## config.mk

```make
export PLATFORM = sky130hd
export DESIGN_NAME = feature_map_scan_counter
export DESIGN_NICKNAME = d
export VERILOG_FILES = /design/src/rtl/feature_map_scan_counter.sv
export SDC_FILE = /design/constraint.sdc
export NUM_CORES = 1
export LEC_CHECK = 0
export BUFFER_PORTS_ARGS = -buffer_cell sky130_fd_sc_hd__buf_2
export CAP_MARGIN = 30
export CORE_MARGIN = 10
export CORE_UTILIZATION = 40
export CTS_CLUSTER_DIAMETER = 60
export DETAILED_ROUTE_END_ITERATION = 6
export GPL_ROUTABILITY_DRIVEN = 1
export HOLD_SLACK_MARGIN = 0.12
export SLEW_MARGIN = 10
export SYNTH_ARGS = -nofsm -noshare
export SYNTH_HDL_FRONTEND = slang
export SYNTH_SLANG_ARGS = --single-unit
```

## constraint.sdc

```tcl
create_clock -name clk -period 5.3 [get_ports clk]
set_input_delay 0.53 -clock clk [delete_from_list [all_inputs] [get_ports clk]]
set_output_delay 0.53 -clock clk [all_outputs]
set_load 0.005 [all_outputs]
```

## src/rtl/feature_map_scan_counter.sv

```systemverilog
// feature_map_scan_counter: col/row/chan index sequencer for one feature-map tile under start/ready handshake
module feature_map_scan_counter #(
    parameter int CW  = 11,
    parameter int RW  = 11,
    parameter int CHW = 8
) (
    input  logic           clk,
    input  logic           reset,
    input  logic           start,
    input  logic           abort,
    input  logic [CW-1:0]  cfg_cols,
    input  logic [RW-1:0]  cfg_rows,
    input  logic [CHW-1:0] cfg_chans,
    input  logic           ready,
    output logic           valid,
    output logic [CW-1:0]  col,
    output logic [RW-1:0]  row,
    output logic [CHW-1:0] chan,
    output logic           last_col,
    output logic           last_row,
    output logic           busy,
    output logic           done,
    output logic           cfg_err
);
    localparam logic [1:0] IDLE = 2'd0, RUN = 2'd1, DONE = 2'd2;
    logic [1:0]     state;
    logic [CW-1:0]  cols;
    logic [RW-1:0]  rows;
    logic [CHW-1:0] chans;
    logic           last_chan, cfg_ok;
    assign valid     = state == RUN;
    assign busy      = state != IDLE;
    assign done      = state == DONE;
    // latched counts are nonzero whenever valid, so minus-one never wraps
    assign last_col  = valid && col == cols - CW'(1);
    assign last_row  = last_col && row == rows - RW'(1);
    assign last_chan = chan == chans - CHW'(1);
    assign cfg_ok    = |cfg_cols && |cfg_rows && |cfg_chans;
    always_ff @(posedge clk or posedge reset) begin
        if (reset) begin
            state   <= IDLE;
            col     <= '0;
            row     <= '0;
            chan    <= '0;
            cols    <= '0;
            rows    <= '0;
            chans   <= '0;
            cfg_err <= 1'b0;
        end else begin
            cfg_err <= 1'b0;
            if (abort) begin
                state <= IDLE;
                col   <= '0;
                row   <= '0;
                chan  <= '0;
            end else if (state == IDLE) begin
                if (start && cfg_ok) begin
                    cols  <= cfg_cols;
                    rows  <= cfg_rows;
                    chans <= cfg_chans;
                    col   <= '0;
                    row   <= '0;
                    chan  <= '0;
                    state <= RUN;
                end else if (start) begin
                    cfg_err <= 1'b1;
                end
            end else if (state == RUN) begin
                if (ready) begin
                    col <= last_col ? '0 : col + CW'(1);
                    if (last_col)
                        row <= last_row ? '0 : row + RW'(1);
                    if (last_row) begin
                        chan  <= last_chan ? '0 : chan + CHW'(1);
                        state <= last_chan ? DONE : RUN;
                    end
                end
            end else begin
                state <= IDLE;
            end
        end
    end
endmodule

```

==> flow_metrics.tcl <==
set metrics [dict create \
    status "finished clean" \
    yosys_register_bits 63 \
    whs_ps 400 \
    hold_buffers 0 \
    start_util 0.409 \
    register_area_mm2 0.00158 \
    crit_path_start_kind "register" \
    worst_slew_pin_slew_ps 820 \
    cts.path.max_buffers 2 \
    rsz0062_at_grt "false" \
    finalCritPeriodShare 0.648 \
    worstPathArrival_ps 2900 \
    drt-total-wl_um 10200 \
    clk_pin_slew_worst_paths_ps 70 \
    gp_congestion 0.842 \
    overflow 0 \
    portBuffers 70 \
    die_area_mm2 0.0143 \
    syn_avg_cell_area_um2 9.46 \
    synth_nets 459 \
    met2_usage 0.221 \
    intPower_mw 0.925 \
    clk_latency_ps 350 \
    pwr-share-comb 0.214 \
    finalMaxSlewViolations 0 \
    max_slew_margin 0.453 \
    cts_tree "done" \
    gr-usage-all-layers 0.145 \
    antenna_found_initial 0 \
    rows 36 \
    final_cell_mix "70 x buf_2, 63 x dfrtp_1, 38 x nand2_1" \
    first_global_vias 3365 \
    core_mm2 0.00968 \
    numCtsBuffers 9 \
    ir_drop_uv 95.3 \
    dr_total_vias 3355 \
    p_leak_nw 2.07 \
    clock_sinks 63 \
    finalHoldViolCount 0 \
    drtPass1Iterations 4 \
    ioPinCount 71 \
    finalPower_mw 1.33 \
    via_per_inst 5.33 \
    synthCells 418 \
    seq_area_frac_synth 0.398 \
    grt_max_degree 64 \
    drive_gt1_frac 0.278 \
    skew_ps 7.53 \
    top_usage_layer "met2" \
    cp-end-kind "output port" \
    critPathKind "register to output port" \
    p_sw_mw 0.406 \
    area_growth_pct 17.8 \
    dieWidth_um 119 \
    post-route-drc-count 0 \
    synth_cell_type_count 54 \
    multi_input_area_mm2 0.00228 \
    critPathMaxFanout 9 \
    maxCapViolCount 0 \
    first_iter_violations 237 \
    async_flop_share 1.00 \
    cts_max_level 3 \
    diodes 0 \
    worst_r2r_path_depth 8 \
    mostFrequentLayoutCell "buf_2" \
    setup-tns-final_ps 0 \
    post_cts_buffers 0 \
    synth_edf_count 0 \
    required_ps 4770 \
    yosysWarnings 0 \
    grt_pass1_wl_um 16900 \
    min_period_ps 3430 \
    swShare 0.305 \
    cts_resized 0 \
    die_h_um 119 \
    sequentialPowerShare 0.450 \
    finish.net_count 533 \
    cts-root-buf "clkbuf_8" \
    hpwl_um 7780 \
    hp-class "primary input to asynchronous set/reset pin" \
    grtUsageMet3 0.0340 \
    power_density_mw_per_mm2 286 \
    n_fill_cell 946 \
    setup_viol 0 \
    clkPwrFrac 0.336 \
    synth_top_flop_cell "dfrtp_1" \
    syn_area_mm2 0.00396 \
    antenna_left 0 \
    wl_per_cell_um 16.1 \
    timing.fmax_mhz 291 \
    use_met1 0.189 \
]
power groups by stage:
stage	sequential (mW)	clock (mW)	combinational [mW]
6_report	0.599	0.447	0.284
5_1_grt	0.610	0.480	0.320
4_1_cts	0.600	0.459	0.288
3_5_place_dp	0.608	0	0.286
3_3_place_gp	0.606	0	0.280
2_1_floorplan	0.589	0	0.227
per-layer routing:
metal | part of all wire | vias to the layer above | wire length [um]
li1 | - | 1659 | -
met2 | 0.47 | 62 | 4740
met3 | 0.053 | 8 | 538
met4 | 0.013 | 0 | 135
met5 | 0 | - | 0
met1 | 0.47 | 1626 | 4740
flip-flops by register name (all words and copies together) (netlist names):
signal   cells
cols        11
chan         8
chans        8
rows        11
cfg_err      1
row         11
state        2
col         11
cells in the mapped netlist (all sizes together), types with 2 or more instances:
library cell | count | area [um2]
a211o | 2 | 17.5
a21oi | 10 | 50.1
a221o | 2 | 20.0
a221oi | 2 | 23.8
a31oi | 4 | 25.0
and2 | 3 | 18.8
and3 | 14 | 87.6
and4 | 2 | 18.8
buf | 4 | 22.5
clkbuf | 6 | 22.5
dfrtp | 63 | 1580
ha | 6 | 75.1
inv | 14 | 52.6
mux2 | 32 | 360
mux2i | 6 | 60.1
nand2 | 38 | 143
nand2b | 2 | 12.5
nand3 | 21 | 105
nand3b | 2 | 15.0
nand4 | 10 | 68.8
nor2 | 38 | 148
nor2b | 5 | 31.3
nor3 | 17 | 85.1
nor3b | 5 | 37.5
nor4 | 12 | 111
nor4b | 2 | 32.5
o211ai | 2 | 15.0
o21ai | 19 | 98.9
o22ai | 2 | 12.5
o31ai | 8 | 60.1
or2 | 3 | 18.8
or3 | 7 | 43.8
xnor2 | 27 | 236
xor2 | 17 | 149
worst max-delay path, stage by stage, from the launching register on:
cell and delay, ps:
dfrtp_1 450, nor4_2 390, nand2_1 110, xnor2_1 140
or4_4 580, nor4_4 460, and2_1 290, buf_2 150
path summary, 6_finish.rpt:
check / startpoint / to / slack [ps]
setup / recovery: cols[2]$_DFFE_PP0P_ / last_row / 1870
hold / removal: reset / chans[2]$_DFFE_PP0P_ / 400
setup reg to reg: cols[2]$_DFFE_PP0P_ / chan[5]$_DFFE_PP0P_ / 2410
hold reg to reg: chans[7]$_DFFE_PP0P_ / chans[7]$_DFFE_PP0P_ / 530
max in group asynchronous: reset / rows[4]$_DFFE_PP0P_ / 4350
min in group clk: cfg_chans[2] / chans[2]$_DFFE_PP0P_ / 420
cell families after synthesis:
| logic type | after synthesis | synth area share |
|---|---|---|
| compound gates | 60 | 0.102 |
| xor+xnor | 44 | 0.0974 |
| fa+ha+maj | 6 | 0.0190 |
| buf+inv | 24 | 0.0247 |
| flops | 63 | 0.398 |
| mux | 38 | 0.106 |
| simple gates | 183 | 0.252 |
metrics by stage:
stage / std cells / worst slack, ps / utilization / cell area (um2)
global placement: 614 / 2320 / 0.460 / 4450
global route: 630 / 1580 / 0.481 / 4660
CTS: 630 / 1870 / 0.481 / 4660
floorplan: 418 / 2600 / - / 3960
detailed placement: 614 / 2260 / 0.460 / 4450
finish: 630 / 1870 / 0.481 / 4660
cell type report:
class / count / share of cell area
clock inverter: 3 / 0.00859
tap: 133 / 0.0357
inverter: 14 / 0.0113
multi-input combinational: 331 / 0.490
timing repair buffer: 73 / 0.0800
clock buffer: 13 / 0.0363
sequential: 63 / 0.338
Note: power is estimated with default switching activity, not from simulation.
